<file path="src/rtl/riscv_fetch_queue.sv">
// rtl/riscv_fetch_queue.sv - instruction fetch front end: PC, icache handshake, fetch FIFO, redirect flush
// Optional same-cycle response-to-decode bypass when FETCH_QUEUE_BYPASS_EN is defined.
module riscv_fetch_queue #(
    parameter int          DEPTH     = 4,
    parameter int          MAX_OUTST = 2,
    parameter logic [31:0] RESET_PC  = 32'h2000,
    parameter logic [31:0] NOP       = 32'h13
) (
    input  logic        clk,
    input  logic        reset,
    output logic [31:0] icache_addr,
    output logic        icache_re,
    input  logic        icache_req_ready,
    input  logic        icache_resp_valid,
    input  logic [31:0] icache_dout,
    input  logic        redirect_valid,
    input  logic [31:0] redirect_pc,
    output logic        out_valid,
    output logic [31:0] out_instr,
    output logic [31:0] out_pc,
    input  logic        out_ready
);
    localparam int AW = $clog2(DEPTH);
    localparam int CW = $clog2(DEPTH + 1);
    localparam int OW = $clog2(MAX_OUTST + 1);
    localparam int TW = (MAX_OUTST > 1) ? $clog2(MAX_OUTST) : 1;

    logic [31:0]   fetch_pc;
    logic [CW-1:0] count;
    logic [AW-1:0] rd_ptr, wr_ptr;
    logic [OW-1:0] outst, outst_next, drop;
    logic [TW-1:0] tag_rd, tag_wr;

    logic [31:0] instr_mem [DEPTH];
    logic [31:0] pc_mem    [DEPTH];
    logic [31:0] tag_mem   [MAX_OUTST];

    logic accept, resp_take, bypass_hit, push, pop;

    // Tag FIFO depth need not be a power of two, so wrap explicitly.
    function automatic logic [TW-1:0] tag_inc(input logic [TW-1:0] p);
        return (int'(p) == MAX_OUTST - 1) ? '0 : p + 1'b1;
    endfunction

    assign icache_addr = fetch_pc;
    assign icache_re   = !reset && !redirect_valid
                         && ((int'(count) + int'(outst)) < DEPTH)
                         && (int'(outst) < MAX_OUTST);
    assign accept      = icache_re && icache_req_ready;
    assign resp_take   = icache_resp_valid && !redirect_valid && (drop == '0);

`ifdef FETCH_QUEUE_BYPASS_EN
    assign bypass_hit = resp_take && (count == '0);
`else
    assign bypass_hit = 1'b0;
`endif

    assign push = resp_take && !(bypass_hit && out_ready);
    assign pop  = (count != '0) && out_ready && !redirect_valid;

    always_comb begin
        outst_next = outst;
        if (accept && !icache_resp_valid)
            outst_next = outst + 1'b1;
        else if (!accept && icache_resp_valid)
            outst_next = outst - 1'b1;
    end

    always_comb begin
        out_valid = 1'b0;
        out_instr = NOP;
        out_pc    = fetch_pc;
        if (count != '0) begin
            out_valid = 1'b1;
            out_instr = instr_mem[rd_ptr];
            out_pc    = pc_mem[rd_ptr];
        end else if (bypass_hit) begin
            out_valid = 1'b1;
            out_instr = icache_dout;
            out_pc    = tag_mem[tag_rd];
        end
    end

    always_ff @(posedge clk) begin
        if (reset) begin
            fetch_pc <= RESET_PC;
            count    <= '0;
            rd_ptr   <= '0;
            wr_ptr   <= '0;
            outst    <= '0;
            drop     <= '0;
            tag_rd   <= '0;
            tag_wr   <= '0;
        end else begin
            outst <= outst_next;
            if (redirect_valid) begin
                // Everything still in flight belongs to the old path and must be discarded.
                fetch_pc <= redirect_pc;
                count    <= '0;
                rd_ptr   <= '0;
                wr_ptr   <= '0;
                tag_rd   <= '0;
                tag_wr   <= '0;
                drop     <= outst_next;
            end else begin
                if (accept) begin
                    fetch_pc <= fetch_pc + 32'd4;
                    tag_wr   <= tag_inc(tag_wr);
                end
                if (resp_take)
                    tag_rd <= tag_inc(tag_rd);
                if (icache_resp_valid && drop != '0)
                    drop <= drop - 1'b1;
                if (push)
                    wr_ptr <= wr_ptr + 1'b1;
                if (pop)
                    rd_ptr <= rd_ptr + 1'b1;
                if (push && !pop)
                    count <= count + 1'b1;
                else if (pop && !push)
                    count <= count - 1'b1;
            end
        end
    end

    always_ff @(posedge clk) begin
        if (!reset && !redirect_valid && accept)
            tag_mem[tag_wr] <= fetch_pc;
        if (!reset && push) begin
            instr_mem[wr_ptr] <= icache_dout;
            pc_mem[wr_ptr]    <= tag_mem[tag_rd];
        end
    end
endmodule

</file>
<file path="config.mk">
export PLATFORM = sky130hd
export DESIGN_NAME = riscv_fetch_queue
export DESIGN_NICKNAME = d
export VERILOG_FILES = /design/src/rtl/riscv_fetch_queue.sv
export SDC_FILE = /design/constraint.sdc
export NUM_CORES = 1
export LEC_CHECK = 0
export ABC_CLOCK_PERIOD_IN_PS = 3500
export CAP_MARGIN = 20
export CELL_PAD_IN_SITES_DETAIL_PLACEMENT = 0
export CELL_PAD_IN_SITES_GLOBAL_PLACEMENT = 1
export CORE_MARGIN = 4
export CORE_UTILIZATION = 44
export CTS_BUF_LIST = sky130_fd_sc_hd__clkbuf_8
export DETAILED_ROUTE_END_ITERATION = 8
export PLACE_DENSITY = 0.83
export SLEW_MARGIN = 30
export SYNTH_ARGS = -nofsm -noshare
export SYNTH_HDL_FRONTEND = slang
export SYNTH_SLANG_ARGS = --single-unit
export TNS_END_PERCENT = 30
</file>
<file path="constraint.sdc">
create_clock -name clk -period 3.5 [get_ports clk]
set_input_delay 0.7 -clock clk [delete_from_list [all_inputs] [get_ports clk]]
set_output_delay 0.7 -clock clk [all_outputs]
set_load 0.05 [all_outputs]
</file>
**Yosys cells after proc, flatten, opt, wreduce, memory -nomap -nowiden**

Memory sizes are Yosys's and may differ from the RTL's. A register that Yosys moved wholly into a read port is not among the register bits.
Cells that the tools add are included.

- Bits in registers: 45
- RAM bits: 320
- Output and inout port bits: 98
- Word-level logic and storage cells: 75
- Memories kept: 3

Memory list:

| name | words | width | rd ports | clocked after memory_dff | wr ports | line | source |
|---|---|---|---|---|---|---|---|
| instr_mem | 4 | 32 | 1 | 1 | 1 | 34 | `logic [31:0] instr_mem [DEPTH];` |
| pc_mem | 4 | 32 | 1 | 1 | 1 | 35 | `logic [31:0] pc_mem [DEPTH];` |
| tag_mem | 2 | 32 | 1 | 1 | 1 | 36 | `logic [31:0] tag_mem [MAX_OUTST];` |

- Add/subtract/negate cells: 11
- $lt $le $gt $ge: 2
- Multiplexer cells: 23
- Reduce and logical (&&, ||, !) cells: 28

Operator list:

| operator | count |
|---|---|
| $mux W32 | 4 |
| $add A32 B3 Y32 const B | 1 |
| $mux W2 | 8 |
| $logic_and A1 B1 Y1 | 15 |
| $mux W1 | 9 |
| $reduce_bool A2 Y1 | 4 |
| $add A2 B1 Y2 const B | 3 |
| $logic_not A1 Y1 | 6 |
| $mux W3 | 2 |
| $add A3 B2 Y4 | 1 |
| $lt A4 B3 Y1 const B | 1 |
| $sub A2 B1 Y2 const B | 2 |
| $add A3 B1 Y3 const B | 1 |
| $reduce_bool A3 Y1 | 1 |
| $sub A3 B1 Y3 const B | 1 |
| $add A1 B1 Y1 const B | 2 |
| $logic_not A2 Y1 | 1 |
| $lt A2 B2 Y1 const B | 1 |
| $reduce_or A2 Y1 | 1 |

**Longest topological paths before layout**

- Depth in word-level cells: 10
- Mapped depth: 11
- Depth with buffers taken out: 10

**Worst setup path after synthesis**

No wires, ideal clock.

- Path type: input -> output
- Start point: input redirect_valid
- End point: output icache_re
- Arrival time: 2.766 ns
- Data required time: 2.800 ns
- Setup slack: 0.034 ns
- Stages: 3
- Buffers on the path: 1
- Cells stage by stage: buf_2 -> a311oi_2 -> nor4b_1

- Word-level cells in the longest chain between the ends: 4

Ends and longest elaborated chain:

| element | line | source |
|---|---|---|
| start: declaration | 16 | `input logic redirect_valid,` |
| $logic_not A1 Y1 | 46 | `assign icache_re = !reset && !redirect_valid` |
| $logic_and A1 B1 Y1 | 46 |  |
| $logic_and A1 B1 Y1 | 47 | `&& ((int'(count) + int'(outst)) < DEPTH)` |
| $logic_and A1 B1 Y1 | 48 | `&& (int'(outst) < MAX_OUTST);` |
| end: declaration | 12 | `output logic icache_re,` |

No other way between the ends.

**Worst setup path in the final report**

- Start point: register count[2]
- End point: output out_instr[0]

- Word-level cells in the longest chain between the ends: 2

Ends and longest elaborated chain:

| element | line | source |
|---|---|---|
| start: declaration | 29 | `logic [CW-1:0] count;` |
| start signal: assignment | 119 | `count <= count + 1'b1;` |
| start signal: assignment | 121 | `count <= count - 1'b1;` |
| $reduce_bool A3 Y1 | 73 | `if (count != '0) begin` |
| $mux W32 | 73 |  |
| end: declaration | 19 | `output logic [31:0] out_instr,` |

No other way between the ends.

==> results.tsv <==
stage	metric	value	unit
outcome	status	finished clean	
clock_network	cts_tree	built	
routing	drcViolationCount	0	
finish	fin_util	55.8	%
routing	via_per_inst	5.35	
finish	n_fill_cell	2602	
hold_path	hp-class	register to register	
finish	nets	1184	
clock_network	cts_htree_levels	2	
grt	grt_pass1_vias	8876	
floorplanning	die_w	191	um
pwr	ir_worst_vdd	0.000264	V
sta	period_needed	3320	ps
floorplanning	core.rowCount	66	
clock_network	cts_buffer_depth	3	
synth	synth_flop_cell	edfxtp_1	
setup_path	cp.required	2800	ps
finish	drive_gt1_share	23.0	%
synth	synth_warnings	0	
sta	max_freq	301	MHz
sta	drv_slew	0	
floorplanning	die_h	191	um
synth	synth.area.top_cells	edfxtp_1 (65%), mux4_2 (9.8%), dfxtp_1 (6.5%)	
setup_path	critPathLaunchType	register	
hold_path	hold-path-cell-count	2	
sta	hold_viol_final	0	
pwr	finalPower	9430	uW
grt	track_usage	18.6	%
setup_path	end_kind	output port	
synth	synth_top_area_share	65.4	%
place	place.gp.congestion	0.838	
sta	relSlewSlack	38.8	%
place	io_buffers	167	
setup_path	crit_chain	nor3_2 -> buf_6 -> or2_2 -> clkdlybuf4s50_1	
routing	firstDrtPassIters	5	
synth	synth.distinct_cells	50	
setup_path	cp_slowest_cell	clkdlybuf4s50_1	
sta	grt_setup_unrepaired	false	
clock_network	ctsRootBufferMaster	clkbuf_8	
synth	synth_area	0.0147	sq mm
routing	finalWirelength	33.9	mm
pwr	p_per_area	517	mW/mm^2
grt	antenna_found_initial	0	
sta	tightest_slew	917	ps
synth	synth-edff-count	320	
floorplanning	dieArea	0.0364	sq mm
clock_network	cts.clk_slew.worst_paths	60	ps
sta	period_share	94.8	%
synth	synth-seq-area-share	72.0	%
setup_path	max_stage_delay	790	ps
floorplanning	io_pins	168	
floorplanning	coreArea	0.0327	sq mm
synth	synthArstFlopShare	0	%
synth	syn_inst	886	
setup_path	cp.arrival	2620	ps
finish	areaGrowthSynthToFinish	24.2	%
routing	ant_nets	0	
clock_network	cts.sinks	368	
finish	antenna_cells	0	
floorplanning	start_util	44.9	%
grt	grt_remaining_overflow	0	
routing	dr.first_iter.drc_count	767	
setup_path	reg2regPathDepth	10	
sta	setup_viol	0	
routing	wl_per_cell	21.3	um
sta	fin_setup_tns	0	ps
synth	syn_area_per_cell	16.6	sq um
place	dpl.hpwl	22.0	mm
setup_path	crit_path_max_fanout	33	
routing	num_vias	8511	
clock_network	clk_latency	580	ps
flow_run	cap_violations	0	
synth	yosysTopAreaCell	edfxtp_1	
clock_network	cts_buffers	57	
pwr	p_leak	0.00613	uW
setup_path	crit_type	register to output port	
grt	grt_pass1_wl	52.0	mm
synth	synth-seq-cells	368	
grt	grt_max_degree	35	
sta	whs	509	ps
synth	syn_nets	965	
sta	clock_skew	29.9	ps
stage by stage:
step                cell area [sq um]  worst slack (ps)  cells
detailed placement              17100               495   1485
floorplan                       14700              34.2    886
CTS                             18200              25.2   1591
global route                    18200              47.6   1591
global placement                17100               529   1485
finish                          18200               182   1591
cell usage after synthesis (all sizes together), types with 16 or more instances:
cell type,n
clkbuf,27
mux4,64
dfxtp,48
and2,34
nor2,37
o21ai,16
buf,16
mux2,33
nand2,120
edfxtp,320
nand3,16
power by group:
| part | internal [uW] | leakage (uW) | total (uW) | switching [uW] |
|---|---|---|---|---|
| logic | 434 | 0.00221 | 1220 | 783 |
| registers | 4870 | 0.00329 | 4960 | 92.6 |
| clock network | 1700 | 0.000628 | 3250 | 1550 |
cell usage in the layout (no fill, tap or decap), types with 6 or more instances in the layout:
cell | Yosys | routed
a21oi_1 | 15 | 15
a22oi_1 | 6 | 6
a31oi_1 | 11 | 11
and2_1 | 34 | 34
buf_12 | 0 | 17
buf_4 | 0 | 53
clkbuf_8 | 0 | 66
clkdlybuf4s50_1 | 0 | 131
clkinv_1 | 0 | 8
clkinv_2 | 0 | 6
dfxtp_1 | 48 | 46
edfxtp_1 | 320 | 320
ha_1 | 8 | 8
inv_1 | 11 | 32
mux2_2 | 33 | 33
mux4_2 | 64 | 64
nand2_1 | 120 | 120
nand3_1 | 16 | 16
nand4_1 | 14 | 14
nor2_1 | 37 | 36
o21ai_0 | 15 | 15
xnor2_1 | 12 | 12
xor2_1 | 6 | 6
per-layer routing:
metal  routed length, um  part of all wire [%]  up-vias  GRT usage [%]
met5                   0                     0        -              0
met1               14400                    42     4256           25.9
met4                 398                   1.2        0           3.84
met3                2510                   7.4       33           3.84
met2               16600                    49      340           30.9
li1                    -                     -     3882              -
worst max-delay path: cells and delay by family (launching register included):
family,cells,cell delay [ps]
buffers and inverters,2,1170
and+or+nand+nor,2,500
DFF,1,350
state kept, by name, indices dropped and copies added, names as in the netlist, 3 cells and up, named ones only:
register and cells:
instr_mem 128, pc_mem 128, tag_mem 64, icache_addr 32, count 3
final timing paths:
| check | startpoint | endpoint | slack, ps |
|---|---|---|---|
| min | wr_ptr[1]$_SDFFE_PP0P_ | wr_ptr[1]$_SDFFE_PP0P_ | 510 |
| max reg2reg | count[2]$_SDFFE_PP0P_ | count[2]$_SDFFE_PP0P_ | 960 |
| min reg2reg | wr_ptr[1]$_SDFFE_PP0P_ | wr_ptr[1]$_SDFFE_PP0P_ | 510 |
| max | count[2]$_SDFFE_PP0P_ | out_instr[0] | 180 |
kinds of logic after synthesis:
group | share of synthesized area [%]
buf+inv | 1.46
compound gates | 3.31
mux | 12.6
fa+ha+maj | 0.818
xor+xnor | 1.07
flops | 72.0
simple gates | 8.73
what timing repair did:
item                       4_1_cts  5_1_grt
hold buffers                     0        0
pin swaps                        0        0
setup endpoints to repair       14        4
gates cloned                     0        0
resized for setup                1        2
setup buffers                    3        0
area by class of cell:
class / count / area [sq um] / share of cell area, %
Tap cell: 442 / 553 / 3.03
Clock buffer: 66 / 908 / 4.98
Sequential cell: 368 / 10600 / 58.0
Inverter: 11 / 43.8 / 0.240
Multi-Input combinational cell: 464 / 3930 / 21.6
Clock inverter: 37 / 150 / 0.823
Timing Repair Buffer: 203 / 2070 / 11.4
(Power assumes the default switching activity.)
==> edit 1 (same flow settings) <==
Change the parameter `DEPTH` from 4 to 2.
--- a/src/rtl/riscv_fetch_queue.sv
+++ b/src/rtl/riscv_fetch_queue.sv
@@ -1,7 +1,7 @@
 // rtl/riscv_fetch_queue.sv - instruction fetch front end: PC, icache handshake, fetch FIFO, redirect flush
 // Optional same-cycle response-to-decode bypass when FETCH_QUEUE_BYPASS_EN is defined.
 module riscv_fetch_queue #(
-    parameter int          DEPTH     = 4,
+    parameter int          DEPTH     = 2,
     parameter int          MAX_OUTST = 2,
     parameter logic [31:0] RESET_PC  = 32'h2000,
     parameter logic [31:0] NOP       = 32'h13
Behaviour: not the same (a bounded check fails within 4 cycles, from zero or initial values and one cycle with reset high).
==> edit 1 against the original RTL <==
- sequential share of layout area down 5.3 points
- critical path type unchanged
- worst setup slack worse by 0.024 ns
- final area down 31%
- via count down 25%
- clock skew down 0.0075 ns
- count of clock-buffer cells in the layout down 24
- total power down 31%
- wire length down 32%
- global-route usage up 0.092 points
- synthesized cell count down 20%
- synthesized area down 34%
- sequential cell count down 132
- highest routed layer unchanged
==> edit 1: results (changes against the original RTL) <==
| Metric | Value |
|---|---|
| Post-DP HPWL | `15050 microns (-31%)` |
| Post-Place Cell Area | `11860 sq um (-31%)` |
| Post_cts resized | `0 (-1)` |
| First-pass GRT wire length | `35850 microns (-31%)` |
| Post-Place Worst Slack | `0.4021 ns (-0.09295 ns)` |
| Number of synthesized flops with an enable pin | `192 (-40%)` |
| R2r setup slk | `0.42 ns (-0.54 ns)` |
| Synth Area in XOR/XNOR | `1.529% (+0.46 points)` |
| Antenna Cells | `0 (unchanged)` |
| Setup Skew | `0.02235 ns (-0.007517 ns)` |
| Largest regs | `instr_mem (64), pc_mem (64), tag_mem (64)` |
| YS warnings | `0 (unchanged)` |
| R2R depth | `7 (-3)` |
| FFs w/ async S/R, synth | `0% (unchanged)` |
| Yosys cell types | `49 (-2.0%)` |
| Setup bufs post-CTS | `0 (-3)` |
| Mux cell area share after synthesis | `10.59% (-2.0 points)` |
| Vias in the first global route | `6472 (-27%)` |
| GPL Wtd Cong | `0.8373 (about the same)` |
| Worst-path clk slew | `0.06 ns (about the same)` |
| GRT Total Usage | `18.73% (+0.092 points)` |
| Most frequent cells after synthesis | `edfxtp_1 (192), mux2i_1 (67), nor2_1 (64)` |
| Root buf cell | `clkbuf_8` |
| VDD IR max | `0.2473 mV (-6.5%)` |
| Iter 0 DRT Violations | `473 (-38%)` |
| Relative slew slack | `58.59% (+20 points)` |
| Mapped Nets | `786 (-19%)` |
| P_comb | `0.960 mW (-21%)` |
| Hold Startpoint | `rd_ptr` |
| Hold Crit Class | `reg2reg` |
| Vias | `6422 (-25%)` |
| Clk Latency, worst-skew pair | `0.52 ns (-0.06 ns)` |
| Internal power | `4.743 mW (-32%)` |
| Status | `finished, final reports clean` |
| Crit Reg-Reg Startpoint | `count[0]` |
| Sequential area share after synthesis | `68.25% (-3.7 points)` |
| CTS Buf Count | `39 (-32%)` |
| Layout cells sized above 1 | `12.20% (-11 points)` |
| H-tree depth | `2 (unchanged)` |
| P_leak | `4.165 nW (-32%)` |
| Fin area | `12610 sq um (-31%)` |
| Pin count of the biggest net entering global routing | `65 (+86%)` |
| Layout net count | `971 (-18%)` |
| Synth Area in Compound Gates | `6.232% (+2.9 points)` |
| Largest cells by area after synthesis | `edfxtp_1 (59%), dfxtp_1 (9.0%), mux2i_1 (6.9%)` |
| Fillers | `1757 (-32%)` |
| Adder-Cell Fraction of Synth Area | `0.5910% (-0.23 points)` |
| Crit path DAT | `2.64 ns (+0.02 ns)` |
| Reg-to-Reg End | `icache_addr[15]` |
| DRT Wirelength | `23170 microns (-32%)` |
| Flop+latch power | `3.23 mW (-35%)` |
| Critical-path maximum fanout | `29 (-12%)` |
| Clock buffer depth | `3 (unchanged)` |
[edit 1: cell count changes in the layout (fill, tap and decap cells not counted), moves of 35 or more]
cell,delta
buf_4,-37
clkdlybuf4s50_1,+35
edfxtp_1,-128
mux2i_1,+63
mux4_2,-64
nand2_1,-65
[edit 1: stage by stage]
stage | power, mW | hold slack [ns] | std cells
final | 6.476 | 0.5030 | 1206
after global routing | 6.754 | 0.5374 | 1206
after CTS | 6.557 | 0.5044 | 1206
after detailed placement | 4.258 | 0.4884 | 1136
after global placement | 4.244 | 0.4878 | 1136
after floorplan | 3.853 | 0.4725 | 712
[edit 1: cell type report]
cell class / count / area share [%]
sequential: 236 / 52.73
multi-input combinational: 416 / 23.06
timing repair buffer: 188 / 15.08
clock buffer: 42 / 4.583
tap: 280 / 2.778
clock inverter: 28 / 1.300
inverter: 16 / 0.4762
[edit 1: metal layers]
metal	part of all wire, %	global-route usage [%]	routed length (microns)
met5	0	0	0
met4	1.9	5.620	440
met3	5.8	3.789	1335
met2	48	30.44	11020
met1	45	25.66	10370
[edit 1: how the worst max path moves through the flow]
| stage | start | end | cells past startpoint | slack (ns) |
|---|---|---|---|---|
| after global placement | icache_req_ready | icache_addr[15] | 6 | 0.45 |
| after detailed placement | icache_req_ready | icache_addr[15] | 6 | 0.40 |
| after CTS | flip-flop | out_instr[3] | 5 | 0.12 |
| final | flip-flop | out_instr[3] | 5 | 0.16 |
| after global routing | count[1] | out_pc[18] | 5 | 0.002 |
| after floorplan | reset | instr_mem[0][0] | 5 | -0.95 |
[edit 1: worst max-delay path, cell delays in order (launching register included)]
cell and delay, ns:
dfxtp_4 0.48, buf_12 0.27, buf_4 0.32, mux2i_1 0.11
nor2_1 0.10, clkdlybuf4s50_1 0.81
==> edit 2 (same flow settings) <==
Made on the original files. Reset style: asynchronous (`reset`), changed in one clocked block.
--- a/src/rtl/riscv_fetch_queue.sv
+++ b/src/rtl/riscv_fetch_queue.sv
@@ -81,7 +81,7 @@
         end
     end
 
-    always_ff @(posedge clk) begin
+    always_ff @(posedge clk or posedge reset) begin
         if (reset) begin
             fetch_pc <= RESET_PC;
             count    <= '0;
Behaviour: differs if reset is asserted again (counterexample within 4 cycles, from zero or initial values and one cycle with reset high); with reset held inactive, the same outputs for 4 cycles.
==> edit 2 against the original RTL <==
- clock skew decreased by 0.0098 ns
- hold slack got worse by 0.034 ns
- global-route usage decreased by 0.062 points
- worst setup slack got worse by 0.054 ns
- sequential cell count decreased by 3
- synthesized area increased by 0.83%
- wire length increased by 1.2%
- final area about the same
- highest routed layer unchanged
Power is not compared: it rests on default switching activity, and its combinational part moved more than twofold at a synthesized area within 25%.
==> edit 2: results (changes against the original RTL) <==
| Metric | Value |
|---|---|
| Status | `finished, final reports clean` |
| Sequential area share after synthesis | `72.52% (+0.53 points)` |
| Mux cell area share after synthesis | `12.74% (+0.12 points)` |
| FFs w/ async S/R, synth | `12.33% (+12 points)` |
| Met3 Use GR | `3.579% (-0.27 points)` |
| Clkbuf count | `63 (-4.5%)` |
| First-pass GRT wire length | `52070 microns (+0.19%)` |
| Hold Startpoint | `redirect_valid` |
| Post-Place Worst Slack | `0.3837 ns (-0.1113 ns)` |
| Met2 wire length | `16770 microns (+1.3%)` |
| Multi-input logic area | `3869 sq um (-1.6%)` |
| Yosys cell types | `55 (+10%)` |
| Crit path DAT | `2.67 ns (+0.05 ns)` |
| Post-DP HPWL | `21180 microns (-3.6%)` |
| Pin count of the biggest net entering global routing | `65 (+86%)` |
| Most frequent cells after synthesis | `edfxtp_1 (320), nand2_1 (128), mux4_2 (64)` |
| Setup Skew | `0.02009 ns (-0.009780 ns)` |
| Synth Area in XOR/XNOR | `1.242% (+0.17 points)` |
| Layout cells sized above 1 | `25.27% (+2.3 points)` |
| Largest cells by area after synthesis | `edfxtp_1 (65%), mux4_2 (9.7%), dfrtp_1 (7.4%)` |
| Relative slew slack | `36.59% (-2.2 points)` |
| Non-CTS buffers | `200 (-1.5%)` |
| Gate power share | `roughly 40%` |
| Adder-Cell Fraction of Synth Area | `0.7268% (-0.091 points)` |
| Mapped Nets | `949 (-1.7%)` |
| Worst setup path start | `count[0]` |
| M2 GR Usage | `30.14% (-0.75 points)` |
| Iter 0 DRT Violations | `678 (-12%)` |
| Dpl cells | `1460 (-1.7%)` |
| Metal-1 WL | `14920 microns (+3.7%)` |
| Number of synthesized flops with an enable pin | `320 (unchanged)` |
| Routing usage on met1 | `26.06% (+0.13 points)` |
| Max Used Layer | `met4` |
| Port Buffers | `167 (unchanged)` |
| Worst Hold Endpoint | `count[2]` |
| CTS Buf Count | `56 (-1.8%)` |
| GRT Total Usage | `18.58% (-0.062 points)` |
| Vias | `8465 (-0.54%)` |
| Post-Place Cell Area | `17070 sq um (-0.31%)` |
| Worst path max stage delay | `0.69 ns (-0.10 ns)` |
| Reg-to-Reg End | `icache_addr[21]` |
| Crit Reg-Reg Startpoint | `count[1]` |
| Clock-cell share | `5.935% (+0.13 points)` |
| Register Area | `10740 sq um (+1.6%)` |
| DRT Wirelength | `34270 microns (+1.2%)` |
| Vias/cell | `5.392 (+0.79%)` |
| Worst setup path end | `out_instr[26]` |
| Avg Cell Area, Syn | `17.00 sq um (+2.6%)` |
| Critical-path maximum fanout | `35 (+6.1%)` |
| Multi-In Gates | `448 (-3.4%)` |
| Seq cells | `365 (-0.82%)` |
| R2r setup slk | `0.86 ns (-0.10 ns)` |
| Final Util | `55.48% (-0.29 points)` |
==> edit 2: changes by cell type after synthesis, moves of 4 or more <==
| cell | unedited run | this run |
|---|---|---|
| a31oi_1 | 11 | 3 |
| nor2_1 | 37 | 22 |
| nand2_1 | 120 | 128 |
| or3_1 | 4 | 0 |
| nand3_1 | 16 | 23 |
| nand2b_1 | 0 | 4 |
| o211ai_1 | 3 | 7 |
| a21oi_1 | 15 | 3 |
| nand4_1 | 14 | 5 |
| dfxtp_1 | 48 | 0 |
| dfrtp_1 | 0 | 44 |
| o21ai_1 | 1 | 6 |
==> edit 2: repair_timing <==
action | CTS | global route
setup endpoints to repair | 12 | 18
resized for setup | 0 | 2
setup buffers | 1 | 7
